[src/rtl/mac_stat_ctrl.sv]
// Per-port MAC RX/TX statistics counters with a byte-wide management port.
// Requests run IDLE -> SNAP -> RESP; a byte-0 read snapshots a counter so later bytes stay coherent.
module mac_stat_ctrl #(
  parameter int NPORT       = 4,
  parameter int CNT_WIDTH   = 32,
  parameter int SAT_MODE    = 0,
  parameter int CLR_ON_READ = 1
) (
  input  logic                  clk,
  input  logic                  rstn_sys,
  input  logic [NPORT-1:0]      rx_mgnt_valid,
  input  logic [20*NPORT-1:0]   rx_mgnt_data,
  output logic [NPORT-1:0]      rx_mgnt_resp,
  input  logic [NPORT-1:0]      tx_mgnt_valid,
  input  logic [16*NPORT-1:0]   tx_mgnt_data,
  output logic [NPORT-1:0]      tx_mgnt_resp,
  input  logic                  sys_req_valid,
  input  logic                  sys_req_wr,
  input  logic [7:0]            sys_req_addr,
  output logic                  sys_resp_valid,
  output logic [7:0]            sys_resp_data,
  output logic [1:0]            dbg_state
);

  localparam int NCNT   = 6;
  localparam int NBYTES = CNT_WIDTH / 8;

  typedef enum logic [1:0] {
    ST_IDLE = 2'd0,
    ST_SNAP = 2'd1,
    ST_RESP = 2'd2
  } state_e;

  state_e                 state_q, state_d;
  logic [7:0]             req_addr_q, req_addr_d;
  logic                   req_wr_q, req_wr_d;
  logic [CNT_WIDTH-1:0]   shadow_q, shadow_d;
  logic [NPORT-1:0]       rx_resp_q, rx_resp_d, tx_resp_q, tx_resp_d;
  logic [NPORT-1:0]       rx_acc, tx_acc;
  logic                   resp_valid_q, resp_valid_d;
  logic [7:0]             resp_data_q, resp_data_d;
  logic [CNT_WIDTH-1:0]   cnt_q [NPORT][NCNT];
  logic [CNT_WIDTH-1:0]   cnt_d [NPORT][NCNT];
  logic                   clr_all, clr_one;
  logic [CNT_WIDTH-1:0]   sel_cnt;
  logic [31:0]            shadow_ext;
  logic [2:0]             req_port, req_idx;
  logic [1:0]             req_byte;
  logic                   addr_ok;
  logic                   unused_bits;

  function automatic logic [CNT_WIDTH-1:0] add_cnt(input logic [CNT_WIDTH-1:0] a,
                                                   input logic [CNT_WIDTH-1:0] b);
    logic [CNT_WIDTH:0] s;
    s = {1'b0, a} + {1'b0, b};
    if (SAT_MODE != 0 && s[CNT_WIDTH]) return '1;
    return s[CNT_WIDTH-1:0];
  endfunction

  assign req_port   = req_addr_q[7:5];
  assign req_idx    = req_addr_q[4:2];
  assign req_byte   = req_addr_q[1:0];
  assign addr_ok    = (int'(req_port) < NPORT) && (req_idx < 3'd6);
  assign shadow_ext = 32'(shadow_q);

  // An event is taken only while the channel's accept pulse is low.
  assign rx_acc    = rx_mgnt_valid & ~rx_resp_q;
  assign tx_acc    = tx_mgnt_valid & ~tx_resp_q;
  assign rx_resp_d = rx_acc;
  assign tx_resp_d = tx_acc;

  always_comb begin
    sel_cnt = '0;
    for (int p = 0; p < NPORT; p++) begin
      for (int c = 0; c < NCNT; c++) begin
        if (int'(req_port) == p && int'(req_idx) == c) sel_cnt = cnt_q[p][c];
      end
    end
  end

  always_comb begin
    state_d      = state_q;
    req_addr_d   = req_addr_q;
    req_wr_d     = req_wr_q;
    shadow_d     = shadow_q;
    resp_valid_d = 1'b0;
    resp_data_d  = resp_data_q;
    clr_all      = 1'b0;
    clr_one      = 1'b0;
    case (state_q)
      ST_IDLE: begin
        if (sys_req_valid) begin
          req_addr_d = sys_req_addr;
          req_wr_d   = sys_req_wr;
          state_d    = ST_SNAP;
        end
      end
      ST_SNAP: begin
        state_d      = ST_RESP;
        resp_valid_d = 1'b1;
        resp_data_d  = 8'h00;
        if (req_wr_q) begin
          if (req_addr_q == 8'hFF) clr_all = 1'b1;
          else if (addr_ok && req_byte == 2'd0) clr_one = 1'b1;
        end else if (addr_ok) begin
          if (req_byte == 2'd0) begin
            shadow_d    = sel_cnt;
            resp_data_d = sel_cnt[7:0];
            clr_one     = (CLR_ON_READ != 0);
          end else if (int'(req_byte) < NBYTES) begin
            resp_data_d = shadow_ext[{req_byte, 3'b000} +: 8];
          end
        end
      end
      ST_RESP: state_d = ST_IDLE;
      default: state_d = ST_IDLE;
    endcase
  end

  // A clear and a same-cycle event combine: the cleared counter takes just the new increment.
  always_comb begin
    logic [CNT_WIDTH-1:0] base, inc;
    logic                 en;
    base        = '0;
    inc         = '0;
    en          = 1'b0;
    unused_bits = 1'b0;
    for (int p = 0; p < NPORT; p++) begin
      unused_bits = unused_bits ^ (^rx_mgnt_data[20*p+16 +: 4]) ^ (^tx_mgnt_data[16*p+13 +: 3]);
      for (int c = 0; c < NCNT; c++) begin
        base = (clr_all || (clr_one && int'(req_port) == p && int'(req_idx) == c))
               ? '0 : cnt_q[p][c];
        en   = 1'b0;
        inc  = '0;
        case (c)
          0: begin en = rx_acc[p] && (rx_mgnt_data[20*p+12 +: 4] == 4'h0); inc = 1; end
          1: begin
            en  = rx_acc[p] && (rx_mgnt_data[20*p+12 +: 4] == 4'h0);
            inc = CNT_WIDTH'(rx_mgnt_data[20*p +: 12]);
          end
          2: begin en = rx_acc[p] && (rx_mgnt_data[20*p+12 +: 4] != 4'h0); inc = 1; end
          3: begin en = tx_acc[p]; inc = 1; end
          4: begin en = tx_acc[p]; inc = CNT_WIDTH'(tx_mgnt_data[16*p +: 12]); end
          default: begin en = tx_acc[p] && tx_mgnt_data[16*p+12]; inc = 1; end
        endcase
        cnt_d[p][c] = en ? add_cnt(base, inc) : base;
      end
    end
  end

  always_ff @(posedge clk or negedge rstn_sys) begin
    if (!rstn_sys) begin
      state_q      <= ST_IDLE;
      req_addr_q   <= '0;
      req_wr_q     <= 1'b0;
      shadow_q     <= '0;
      rx_resp_q    <= '0;
      tx_resp_q    <= '0;
      resp_valid_q <= 1'b0;
      resp_data_q  <= '0;
      for (int p = 0; p < NPORT; p++)
        for (int c = 0; c < NCNT; c++) cnt_q[p][c] <= '0;
    end else begin
      state_q      <= state_d;
      req_addr_q   <= req_addr_d;
      req_wr_q     <= req_wr_d;
      shadow_q     <= shadow_d;
      rx_resp_q    <= rx_resp_d;
      tx_resp_q    <= tx_resp_d;
      resp_valid_q <= resp_valid_d;
      resp_data_q  <= resp_data_d;
      for (int p = 0; p < NPORT; p++)
        for (int c = 0; c < NCNT; c++) cnt_q[p][c] <= cnt_d[p][c];
    end
  end

  assign rx_mgnt_resp   = rx_resp_q;
  assign tx_mgnt_resp   = tx_resp_q;
  assign sys_resp_valid = resp_valid_q;
  assign sys_resp_data  = resp_data_q;
  assign dbg_state      = state_q;

endmodule

[config.mk]
export PLATFORM = sky130hd
export DESIGN_NAME = mac_stat_ctrl
export DESIGN_NICKNAME = d
export VERILOG_FILES = /design/src/rtl/mac_stat_ctrl.sv
export SDC_FILE = /design/constraint.sdc
export NUM_CORES = 2
export LEC_CHECK = 0
export BUFFER_PORTS_ARGS = -buffer_cell sky130_fd_sc_hd__buf_2
export CAP_MARGIN = 20
export CORE_MARGIN = 4
export CORE_UTILIZATION = 37
export CTS_CLUSTER_SIZE = 14
export DETAILED_ROUTE_END_ITERATION = 7
export MAX_ROUTING_LAYER = met4
export SLEW_MARGIN = 20
export SYNTH_ARGS = -nofsm -noshare
export SYNTH_HDL_FRONTEND = slang
export SYNTH_SLANG_ARGS = --single-unit
[constraint.sdc]
create_clock -name clk -period 4.2 [get_ports clk]
set_input_delay 1.05 -clock clk [delete_from_list [all_inputs] [get_ports clk]]
set_output_delay 1.05 -clock clk [all_outputs]
set_load 0.005 [all_outputs]
## After elaboration in Yosys (flattened, before gate mapping)

Index checks and enable logic that the tools add are counted.

| storage, ports and cells | value |
|---|---|
| flip-flop bits (word level) | 828 |
| output and inout bits | 19 |
| logic and storage cells | 266 |

| operators by class | value |
|---|---|
| add/sub/neg operators | 24 |
| order comparisons | 2 |
| equality and inequality tests | 11 |
| shifts and indexed selects | 1 |
| multiplexer cells | 87 |
| bitwise gates (word level) | 5 |
| reductions and logical operators | 104 |

Operators with widths:

| kind | count |
|---|---|
| two-way mux 32 bit | 72 |
| adder 32 x 1 -> 32 bit (second input constant) | 16 |
| adder 32 x 12 -> 32 bit | 8 |
| logical AND 1 bit | 66 |
| indexed part select 32 x 6 -> 8 bit | 1 |
| logical OR 1 bit | 24 |
| two-way mux 8 bit | 3 |
| equality test 3 bit (second input constant) | 6 |
| logical NOT 4 bit | 4 |
| nonzero test 4 bit | 4 |
| two-way mux 1 bit | 10 |
| bitwise AND 4 bit | 2 |
| equality test 8 bit (second input constant) | 1 |
| NOT 4 bit | 2 |
| equality test 3 x 2 -> 1 bit (second input constant) | 2 |
| logical NOT 3 bit | 2 |
| < comparator 3 bit (second input constant) | 2 |
| logical NOT 2 bit | 2 |
| one-hot mux 2 bit (2 select lines) | 1 |
| AND reduction 4 bit | 1 |
| equality test 2 x 1 -> 1 bit (second input constant) | 1 |
| two-way mux 2 bit | 1 |
| inequality test 2 bit (second input constant) | 1 |
| AND reduction 2 bit | 1 |
| NOT 1 bit | 1 |

## Longest topological paths before layout

| depth | value |
|---|---|
| word-level depth | 29 |
| depth in mapped cells | 20 |
| depth with buffers taken out | 16 |

## Least setup slack after synthesis

Ideal clock, no wire load.

| path | value |
|---|---|
| path type | flip-flop to flip-flop |
| start | reg req_addr_q[0] |
| end | reg, netlist name cnt_q[63] |
| library setup time | 122 ps |
| arrival time | 4227 ps |
| data required time | 4078 ps |
| setup slack | -148 ps |
| cell stages (with the launch flop) | 19 |
| period minus slack after synthesis | 4348 ps |
| cell sequence | dfrtp_1 buf_2 nor2_1 and4b_1 buf_6 buf_6 buf_2 a21oi_1 clkbuf_1 and2_1 ha_1 o21ai_0 a2111o_1 a2111oi_4 and3_1 nand3_1 or4b_1 nand3_1 o21ai_1 |

RTL lines:

| item | line | source |
|---|---|---|
| start: declaration | 35 | `logic [7:0] req_addr_q, req_addr_d;` |
| start signal: assignment | 165 | `req_addr_q <= req_addr_d;` |

## Worst setup path after layout

| path | value |
|---|---|
| start | reg req_addr_q[7] |
| end | reg shadow_q[31], in the netlist shadow_ext[31] |

| between the ends | value |
|---|---|
| longest elaborated chain between the ends | 26 |
| elaborated cells between the ends (all ways) | 55 |
| those cells by class | 1 x order compare; 3 x eq/ne; 24 x mux; 27 x reduce/logical |

RTL lines:

| item | line | source |
|---|---|---|
| logical NOT 3 bit | 76 | `if (int'(req_port) == p && int'(req_idx) == c) sel_cnt = cnt_q[p][c];` |
| logical AND 1 bit | 76 |  |
| two-way mux 32 bit (24 in a row) | 76 |  |
| end signal: assignment | 167 | `shadow_q <= shadow_d;` |
| end: declaration | 37 | `logic [CNT_WIDTH-1:0] shadow_q, shadow_d;` |

Several ways; a longest one is shown, not always the timed one.
A chain may end at the register's enable or synchronous reset.

==> impl_metrics.toml <==
[status]
status = "finished with violations"
violations = "design-rule violations"

[cells_and_area]
mostFrequentLayoutCells = "819 x dfrtp_1, 663 x nand2_1, 621 x nor2_1, 378 x xor2_1, 260 x buf_4"
areaGrowthSynthToFinish_pct = 16.6
final_nets = 6014
fin_cells = 7552
final_common_cell = "dfrtp_1"
fill_cells = 12597
drive_gt1_share_pct = 13.0

[pwr]
p_sw_w = 0.0103
p_int_w = 0.0182
comb_power_share_pct = 29.6
leakagePower_nw = 24.8
p_sw_share_pct = 36.2
ir_drop_mv = 0.371
power_density_nw_per_um2 = 508
power_frac_seq_pct = 39.1
clkPwrFrac_pct = 31.4

[global_route]
grtUsageMet3_pct = 6.33
use_met1_pct = 34.1
use_met2_pct = 38.7
top_usage_layer = "met2"
grt_start_max_net_pins = 133
antenna_found_initial = 4
gr-total-overflow = 0
grt_pass1_wl_um = 266000
grt_pass1_vias = 41431
globalRouteTotalUtil_pct = 26.4

[clocking]
cts_root_buffer = "clkbuf_16"
cts_tree = "built"
clock_sinks = 820
cts_hold_buf = 0
clkTransAtPathRegs_ns = 0.07
cts_buffers = 95
cts_max_path_buffers = 3
clock_latency_ns = 0.73
cts-htree-levels = 3

[synthesis]
syn_area_um2 = 48100
synth_top_family_by_area = "simple AND/OR/NAND/NOR gates"
ys_ff_latch = 820
syn_nets = 5692
synthMuxAreaShare_pct = 1.35
synth-simple-area-share_pct = 24.9
avgSynthCellArea_um2 = 8.90
synth_cell_types = 97
synth_compound_area_share_pct = 13.9
seq_area_frac_synth_pct = 42.6
synth_edf_count = 0
yosysTopAreaCellShare_pct = 42.6
async_reset_ff_share_pct = 100
syn_inst = 5408
synth.largest_area_cell = "dfrtp_1"
synth-xor-area-share_pct = 11.3
yosys.area_share.adder_pct = 3.24
synth_ff_type = "dfrtp_1"
ys.warnings.count = 0
synthTopCellsByArea = "dfrtp_1 43%, xor2_1 6.9%, nand2_1 5.2%"

[setup_path]
end_kind = "register"
r2r_setup_slack_ns = 0.15
start_kind = "register"
cp_max_fo = 18
path_class = "reg -> reg"
required_ns = 4.86
r2r_end = "shadow_ext[31]"
reg2reg_depth = 11
timing.rr.start = "req_addr_q[7]"
crit_arrival_ns = 4.72

[floorplanning]
die_y_um = 369
design.die.area_um2 = 136000
io_pins = 183
coreArea_um2 = 129000
die_w_um = 369
rows = 132
start_util_pct = 37.2

[placement]
placed_cells_incl_taps = 7366
place_hpwl_um = 136000
portBuffers = 154
place_congestion = 1.01

[detailed_routing]
vias = 43541
drt-initial-drc-count = 5040
vias_per_cell = 5.77
finalWirelength_um = 178000
post-route-drc-count = 1
detail_route.wl_per_cell_um = 23.6
antenna_left = 0
firstDrtPassIters = 8

[sta]
max_slew_margin_pct = 19.8
hold_slack_ns = 0.245
final_hold_viol_count = 0
worst_pin_slew_ns = 1.20
fin_crit_sh_pct = 96.5
fmax_ghz = 0.247
slew_violations = 0
period_minus_slack_ns = 4.05
skew_ns = 0.0425
setup-violations-final = 0

[min_path]
hold_class = "in -> async"

[job]
cap_violations = 0
-- critical path, cell delays in order, from the launching register on --
cell,delay [ns]
dfrtp_1,0.40
buf_4,0.18
buf_4,0.21
nand4bb_1,0.34
nor2_2,0.98
buf_4,0.30
a22oi_1,0.10
nand3_1,0.23
a21oi_1,0.17
nor4_1,0.63
a21oi_1,0.23
a21oi_1,0.17
-- power by group through the flow --
stage | sequential, W | combinational [W] | clock, W
after floorplan | 0.0102 | 0.00570 | 0
after global placement | 0.0112 | 0.00801 | 0
after detailed placement | 0.0112 | 0.00818 | 0
after CTS | 0.0111 | 0.00825 | 0.00910
after global routing | 0.0113 | 0.00940 | 0.00945
final | 0.0112 | 0.00845 | 0.00895
-- registers in the layout, summed over array words and instances (netlist names) --
register / cells
rx_mgnt_resp: 4
shadow_ext: 24
dbg_state: 2
tx_mgnt_resp: 4
req_wr_q: 1
cnt_q: 768
req_addr_q: 8
sys_resp_valid: 1
sys_resp_data: 8
-- layer usage --
metal | vias up | part of all wire, %
li1 | 19891 | -
met1 | 21404 | 41
met2 | 1838 | 44
met3 | 408 | 9.2
met4 | 0 | 5.9
met5 | - | 0
-- kinds of logic (layout without fill, tap and decap cells) --
kind of cell               Yosys count  in the layout
and+or+nand+nor                   2437           2439
AOI/OAI and AO/OA                 1021           1021
muxes                               58             58
other                                0              1
buffers and inverters              331            730
xor gates and xnor gates           621            621
adders and majority gates          120            120
DFF                                820            820
-- per-stage QoR --
| stage | power, W | setup slack, ns | utilization [%] | cell area, µm² | setup TNS (ns) |
|---|---|---|---|---|---|
| final | 0.0286 | 0.146 | 43.4 | 56200 | 0 |
| after global routing | 0.0301 | -0.0475 | 43.4 | 56200 | -0.0785 |
| after CTS | 0.0284 | 0.0360 | 43.2 | 55900 | 0 |
| after detailed placement | 0.0194 | 0.0691 | 40.6 | 52500 | 0 |
| after global placement | 0.0192 | 0.120 | 40.6 | 52500 | 0 |
| after floorplan | 0.0159 | -0.0431 | - | 48200 | -0.0431 |
-- worst max path at each step --
stage             startpoint              to  slack, ns  cells past startpoint
3_5_place_dp   req_addr_q[4]      cnt_q[318]       0.07                     15
6_report       req_addr_q[7]  shadow_ext[31]       0.15                     11
2_1_floorplan  req_addr_q[0]       cnt_q[63]      -0.04                     18
5_1_grt        req_addr_q[2]      cnt_q[444]      -0.05                     18
4_1_cts        req_addr_q[4]      cnt_q[318]       0.04                     15
3_3_place_gp    dbg_state[1]      cnt_q[543]       0.12                     18
-- layout make-up --
cell class	count	area (µm²)	area share, %
clock inverter	35	493	0.878
clock buffer	141	2870	5.12
sequential	820	20500	36.5
timing repair buffer	432	3080	5.48
inverter	122	460	0.820
tap	1742	2180	3.88
multi-input combinational	4259	26500	47.3
antenna	1	2.50	0.00446
-- what timing repair did --
action / CTS / global route
pin swaps: 0 / 11
endpoints found under the setup margin: 1 / 113
gates cloned: 0 / 2
setup buffers: 0 / 7
resized for setup: 1 / 36
-- cell usage after synthesis (all sizes together), types with 11 or more instances --
cell type	number
or3	118
and4	49
a22oi	156
a21oi	219
and3	128
xnor2	243
a21o	21
nor3	104
nand4	166
a211oi	36
a221oi	32
o21a	18
nor2	644
nand2b	34
and2	149
nor4	36
o211ai	24
a31oi	15
o31ai	11
mux2	47
ha	112
nor2b	33
buf	58
o22ai	62
dfrtp	820
nand2	665
o21ai	292
or2	12
a222oi	37
nand3	241
clkbuf	151
inv	122
nor3b	15
xor2	378
Power figures use the tool's default switching activity.
